**src/rtl/sram_counter_host.sv**
```systemverilog
// Host-side initiator for the SRAM multi-counter: issues counter commands,
// tracks the 1-cycle READ responses into a credit-protected FIFO and runs a 256-entry dump.
module sram_counter_host #(
    parameter int RSP_DEPTH = 4
) (
    input  logic       clk,
    input  logic       rst_n,
    input  logic       req_valid,
    output logic       req_ready,
    input  logic [2:0] req_cmd,
    input  logic [7:0] req_id,
    input  logic [7:0] req_data,
    input  logic       dump_start,
    output logic       dump_busy,
    output logic       ctr_valid,
    output logic [2:0] ctr_cmd,
    output logic [7:0] ctr_id,
    output logic [7:0] ctr_data,
    input  logic       ctr_rsp_valid,
    input  logic [7:0] ctr_rsp_id,
    input  logic [7:0] ctr_rsp_data,
    output logic       rsp_valid,
    input  logic       rsp_ready,
    output logic [7:0] rsp_id,
    output logic [7:0] rsp_data,
    output logic       rsp_dump,
    output logic [2:0] err
);

    localparam int AW = $clog2(RSP_DEPTH);
    localparam int CW = AW + 1;
    localparam logic [2:0] CMD_LOAD = 3'd0;
    localparam logic [2:0] CMD_READ = 3'd4;

    typedef enum logic {
        ST_IDLE = 1'b0,
        ST_DUMP = 1'b1
    } state_t;

    state_t          r_state;
    state_t          w_state_nxt;
    logic [7:0]      r_idx;
    logic [7:0]      w_idx_nxt;
    logic            r_run;

    logic            r_ctr_valid;
    logic [2:0]      r_ctr_cmd;
    logic [7:0]      r_ctr_id;
    logic [7:0]      r_ctr_data;
    logic            r_ctr_dump;

    logic            r_exp;
    logic [7:0]      r_exp_id;
    logic            r_exp_dump;
    logic [2:0]      r_err;

    logic [16:0]     r_mem [RSP_DEPTH];
    logic [AW-1:0]   r_wr_ptr;
    logic [AW-1:0]   r_rd_ptr;
    logic [CW-1:0]   r_count;

    logic            w_ctr_rd;
    logic [CW+1:0]   w_credit_sum;
    logic            w_credit;
    logic            w_req_ready;
    logic            w_accept;
    logic            w_dump_issue;

    logic            w_iss_valid;
    logic [2:0]      w_iss_cmd;
    logic [7:0]      w_iss_id;
    logic [7:0]      w_iss_data;
    logic            w_iss_dump;

    logic            w_push;
    logic [16:0]     w_push_word;
    logic [2:0]      w_err_set;
    logic            w_pop;
    logic            w_full;
    logic            w_push_ok;
    logic            w_fifo_nonempty;

    // Credit counts stored entries plus reads on the wire and reads awaiting response.
    always_comb begin
        w_ctr_rd     = r_ctr_valid & (r_ctr_cmd == CMD_READ);
        w_credit_sum = (CW+2)'(r_count) + (CW+2)'(w_ctr_rd) + (CW+2)'(r_exp);
        w_credit     = w_credit_sum < (CW+2)'(RSP_DEPTH);
        w_req_ready  = r_run & (r_state == ST_IDLE) & w_credit;
        w_accept     = req_valid & w_req_ready;
        w_dump_issue = (r_state == ST_DUMP) & w_credit;
    end

    // FSM next-state and dump index.
    always_comb begin
        w_state_nxt = r_state;
        w_idx_nxt   = r_idx;
        case (r_state)
            ST_IDLE: begin
                if (dump_start) begin
                    w_state_nxt = ST_DUMP;
                    w_idx_nxt   = 8'd0;
                end else begin
                    w_state_nxt = ST_IDLE;
                end
            end
            ST_DUMP: begin
                if (w_dump_issue) begin
                    if (r_idx == 8'd255) begin
                        w_state_nxt = ST_IDLE;
                        w_idx_nxt   = 8'd0;
                    end else begin
                        w_idx_nxt   = r_idx + 8'd1;
                    end
                end else begin
                    w_idx_nxt = r_idx;
                end
            end
            default: begin
                w_state_nxt = ST_IDLE;
                w_idx_nxt   = 8'd0;
            end
        endcase
    end

    // Select the command for the next cycle; opcodes 5-7 are swallowed silently.
    always_comb begin
        w_iss_valid = 1'b0;
        w_iss_cmd   = 3'd0;
        w_iss_id    = 8'd0;
        w_iss_data  = 8'd0;
        w_iss_dump  = 1'b0;
        if (w_accept) begin
            if (req_cmd <= CMD_READ) begin
                w_iss_valid = 1'b1;
                w_iss_cmd   = req_cmd;
                w_iss_id    = req_id;
                w_iss_data  = (req_cmd == CMD_LOAD) ? req_data : 8'd0;
            end else begin
                w_iss_valid = 1'b0;
            end
        end else if (w_dump_issue) begin
            w_iss_valid = 1'b1;
            w_iss_cmd   = CMD_READ;
            w_iss_id    = r_idx;
            w_iss_dump  = 1'b1;
        end else begin
            w_iss_valid = 1'b0;
        end
    end

    // Match counter responses against the expected-read slot.
    always_comb begin
        w_push      = 1'b0;
        w_push_word = {r_exp_id, ctr_rsp_data, r_exp_dump};
        w_err_set   = 3'b000;
        if (ctr_rsp_valid & r_exp) begin
            w_push = 1'b1;
            if (ctr_rsp_id != r_exp_id) begin
                w_err_set[2] = 1'b1;
            end else begin
                w_err_set[2] = 1'b0;
            end
        end else if (ctr_rsp_valid) begin
            w_err_set[0] = 1'b1;
        end else if (r_exp) begin
            w_err_set[1] = 1'b1;
        end else begin
            w_push = 1'b0;
        end
    end

    // FIFO handshake; an overflowing push is dropped and flagged as unexpected.
    always_comb begin
        w_fifo_nonempty = (r_count != CW'(0));
        w_pop           = w_fifo_nonempty & rsp_ready;
        w_full          = (r_count == CW'(RSP_DEPTH));
        w_push_ok       = w_push & (~w_full | w_pop);
    end

    // State, dump index and out-of-reset flag.
    always_ff @(posedge clk or negedge rst_n) begin
        if (!rst_n) begin
            r_state <= ST_IDLE;
            r_idx   <= 8'd0;
            r_run   <= 1'b0;
        end else begin
            r_state <= w_state_nxt;
            r_idx   <= w_idx_nxt;
            r_run   <= 1'b1;
        end
    end

    // Registered counter command port and response expectation.
    always_ff @(posedge clk or negedge rst_n) begin
        if (!rst_n) begin
            r_ctr_valid <= 1'b0;
            r_ctr_cmd   <= 3'd0;
            r_ctr_id    <= 8'd0;
            r_ctr_data  <= 8'd0;
            r_ctr_dump  <= 1'b0;
            r_exp       <= 1'b0;
            r_exp_id    <= 8'd0;
            r_exp_dump  <= 1'b0;
        end else begin
            r_ctr_valid <= w_iss_valid;
            r_ctr_cmd   <= w_iss_cmd;
            r_ctr_id    <= w_iss_id;
            r_ctr_data  <= w_iss_data;
            r_ctr_dump  <= w_iss_dump;
            r_exp       <= w_ctr_rd;
            r_exp_id    <= r_ctr_id;
            r_exp_dump  <= r_ctr_dump;
        end
    end

    // Sticky error flags.
    always_ff @(posedge clk or negedge rst_n) begin
        if (!rst_n) begin
            r_err <= 3'b000;
        end else begin
            r_err <= r_err | w_err_set | {2'b00, w_push & ~w_push_ok};
        end
    end

    // FIFO pointers and occupancy.
    always_ff @(posedge clk or negedge rst_n) begin
        if (!rst_n) begin
            r_wr_ptr <= AW'(0);
            r_rd_ptr <= AW'(0);
            r_count  <= CW'(0);
        end else begin
            if (w_push_ok) begin
                r_wr_ptr <= r_wr_ptr + AW'(1);
            end
            if (w_pop) begin
                r_rd_ptr <= r_rd_ptr + AW'(1);
            end
            case ({w_push_ok, w_pop})
                2'b10:   r_count <= r_count + CW'(1);
                2'b01:   r_count <= r_count - CW'(1);
                default: r_count <= r_count;
            endcase
        end
    end

    // FIFO storage: {id, data, dump}.
    always_ff @(posedge clk) begin
        if (w_push_ok) begin
            r_mem[r_wr_ptr] <= w_push_word;
        end
    end

    assign req_ready = w_req_ready;
    assign dump_busy = (r_state == ST_DUMP);
    assign ctr_valid = r_ctr_valid;
    assign ctr_cmd   = r_ctr_cmd;
    assign ctr_id    = r_ctr_id;
    assign ctr_data  = r_ctr_data;
    assign rsp_valid = w_fifo_nonempty;
    assign rsp_id    = w_fifo_nonempty ? r_mem[r_rd_ptr][16:9] : 8'd0;
    assign rsp_data  = w_fifo_nonempty ? r_mem[r_rd_ptr][8:1]  : 8'd0;
    assign rsp_dump  = w_fifo_nonempty ? r_mem[r_rd_ptr][0]    : 1'b0;
    assign err       = r_err;

endmodule

```
**config.mk**
```make
export PLATFORM = sky130hd
export DESIGN_NAME = sram_counter_host
export DESIGN_NICKNAME = d
export VERILOG_FILES = /design/src/rtl/sram_counter_host.sv
export SDC_FILE = /design/constraint.sdc
export NUM_CORES = 1
export LEC_CHECK = 0
export ABC_AREA = 0
export BUFFER_PORTS_ARGS = -buffer_cell sky130_fd_sc_hd__buf_2
export CAP_MARGIN = 30
export CORE_UTILIZATION = 45
export CTS_CLUSTER_SIZE = 16
export DETAILED_ROUTE_END_ITERATION = 16
export GPL_TIMING_DRIVEN = 0
export PLACE_DENSITY = 0.66
export SLEW_MARGIN = 20
export SYNTH_ARGS = -nofsm -noshare
export SYNTH_HDL_FRONTEND = slang
export SYNTH_SLANG_ARGS = --single-unit
```
**constraint.sdc**
```tcl
create_clock -name clk -period 2.5 [get_ports clk]
set_clock_uncertainty 0.2 [all_clocks]
set_input_delay 0.625 -clock clk [delete_from_list [all_inputs] [get_ports clk]]
set_output_delay 0.625 -clock clk [all_outputs]
set_load 0.02 [all_outputs]
```
==> flow_summary.ini <==
[logic_synthesis]
synth_edf_count = 68
netlist_area_sq_um = 4880
synth_compound_area_share_pct = 7.18
synth_xor_area_share_pct = 2.69
synth_top_family_by_area = simple AND/OR/NAND/NOR gates
synth.yosys.seq_area_share_pct = 68.0
synthTopCellsByCount = 68 x edfxtp_1, 51 x dfrtp_1, 29 x and2_1, 17 x mux4_2, 11 x nand3_1
yosysTopAreaCellShare_pct = 41.8
ys.flop_type = edfxtp_1
synth.area.mux_share_pct = 8.05
synthAdderAreaFrac_pct = 1.95
synth.distinct_cells = 54
syn_area_per_cell_sq_um = 16.0
synth.area.top_cells = edfxtp_1 42%, dfrtp_1 26%, mux4_2 7.8%
synth_most_common_cell = edfxtp_1
syn-instance-count = 305
synth-simple-area-share_pct = 9.82
syn_nets = 353
ys_ff_latch = 119
synth_area_leader_cell = edfxtp_1
yosysWarnings = 0
async_reset_ff_share_pct = 42.9

[sta]
finalHoldViolCount = 0
relSlewSlack_pct = 41.0
worst_pin_slew_ns = 0.884
max_freq_mhz = 366
rsz0062_at_grt = yes
setup_viol = 19
period_minus_slack_ns = 2.74
finalMaxSlewViolations = 0
fin_ws_ns = -0.236
fin_crit_sh_pct = 109

[clock_tree]
clk_latency_ns = 0.51
cts.sinks = 119
htreeDepth = 4
path_clk_slew_ns = 0.06
clock_path_buffers = 2
cts-root-buf = clkbuf_8
cts_tree = done
cts_buffers = 17

[global_routing]
grt_use_total_pct = 18.7
grt_pass1_wl_um = 15400
grt_pass1_vias = 3011
grt_max_degree = 52
grt_overflow = 0
antenna_found_initial = 0

[critical_path]
startpoint = r_rd_ptr[0]
critPathCapture = rsp_id[2]
r2r_start = r_count[0]
r2r_end = r_count[1]
cp-end-kind = output pin
critical_path_arrival_ns = 1.91
rr_worst_depth = 7
r2r_slack_ns = 0.14
cp.required_ns = 1.67
cp-start-kind = register
worst-setup-path-type = register to output pin
cp_max_fo = 6

[placed_design]
place_hpwl_um = 6230
gp_congestion = 0.822
dp_cells = 523
place_area_sq_um = 5470
dp_slack_ns = -0.381
portBuffers = 82

[floorplanning]
boundaryPins = 84
fp.dieH_um = 106
coreArea_sq_um = 10400
rows = 37
dieArea_sq_um = 11300
die_w_um = 106
start_util_pct = 46.9

[power_and_ir_drop]
p_leak_uw = 0.00265
peakVddDrop_mv = 0.726
power_density_nw_per_um2 = 1320

[route]
wire_per_inst_um = 17.0
dr.pass1.iters = 4
wirelength_um = 9630
vias = 2972
drt-initial-drc-count = 176
viasPerCell = 5.26
ant_nets = 0
drcViolationCount = 0

[run_status]
violations = setup timing
status = finished, violations left

[layout]
syn2layout_area_growth_pct = 30.8
nets = 464
final.fill_count = 813
final_cells = 565
fin_area_sq_um = 6380
drive_gt1_share_pct = 43.4
diodes = 0

[run]
timing.max_cap.violations = 0

[hold_path]
hold_class = input port to register
timing repair:
| item | CTS | global route |
|---|---|---|
| hold endpoints to repair | 51 | 0 |
| setup endpoints to repair | 20 | 61 |
| hold buffers | 1 | 0 |
| pin swaps | 20 | 2 |
| gates resized for setup | 73 | 4 |
| cloned | 1 | 0 |
| setup buffers | 7 | 1 |
cells by family (layout without fill, tap and decap cells):
logic type | count (synthesis) | count (layout)
xor gates and xnor gates | 15 | 15
other | 1 | 1
and+or+nand+nor | 79 | 79
adders and majority gates | 7 | 7
buffers and inverters | 22 | 146
DFF | 119 | 119
AOI/OAI and AO/OA | 44 | 44
muxes | 18 | 18
cell usage in the layout (no fill, tap or decap), drive strengths merged, types with 10 or more instances in the layout:
cell type,netlist,routed
and2,29,29
nand3,12,12
edfxtp,68,68
clkbuf,4,24
mux4,17,17
buf,8,99
a21oi,10,10
dfrtp,51,51
inv,10,14
layer usage:
| layer | part of all wire, % | GRT usage (%) | routed length [um] |
|---|---|---|---|
| met5 | 0 | 0 | 0 |
| met4 | 0.98 | 7.84 | 94 |
| met3 | 4.6 | 4.84 | 441 |
| met2 | 51 | 30.6 | 4910 |
| met1 | 43 | 23.6 | 4180 |
critical path: stages, from the launching register on:
cell     delay [ns]
dfrtp_1        0.37
buf_12         0.14
buf_12         0.13
mux4_2         0.49
and2_4         0.16
buf_6          0.12
report_power, final:
group	internal, uW	switching (uW)
combinational	1750	1550
sequential	2580	319
clock	1340	876
total	5670	2750
how the worst min path moves through the flow:
stage | endpoint | start | slack, ns | cells after the start
4_1_cts | ctr_data[4] | req_data[4] | 0.1 | 2
2_1_floorplan | ctr_cmd[0] | rst_n | 0.13 | 0
6_report | ctr_data[7] | req_data[7] | 0.12 | 2
3_3_place_gp | r_exp_dump | r_ctr_dump | 0.13 | 0
3_5_place_dp | r_exp_dump | r_ctr_dump | 0.13 | 0
5_1_grt | ctr_data[7] | req_data[7] | 0.1 | 2
area by class of cell:
class	count	area (sq um)	share of cell area, %
multi-input combinational	164	1520	23.8
clock inverter	12	90.1	1.41
buffer	12	129	2.02
timing repair buffer	92	652	10.2
inverter	10	37.5	0.588
clock buffer	20	468	7.33
sequential	119	3320	52.0
tap	136	170	2.67
flip-flops by register name, summed over array words and instances, names as in the netlist, 2 cells and up:
signal,count
err,3
r_mem,68
r_rd_ptr,2
r_wr_ptr,2
ctr_data,8
ctr_id,8
r_idx,8
ctr_cmd,3
r_exp_id,8
r_count,3
per-stage QoR:
| stage | setup TNS, ns | power [uW] | util [%] | hold slack (ns) |
|---|---|---|---|---|
| finish | -3.93 | 8420 | 61.3 | 0.118 |
| global route | -5.24 | 8850 | 61.3 | 0.0963 |
| CTS | -4.42 | 8460 | 61.2 | 0.0971 |
| detailed placement | -25.52 | 5400 | 52.5 | 0.135 |
| global placement | -23.94 | 5340 | 52.5 | 0.135 |
| floorplan | 0 | 4630 | - | 0.129 |
Note: power is estimated with default switching activity, not from simulation.
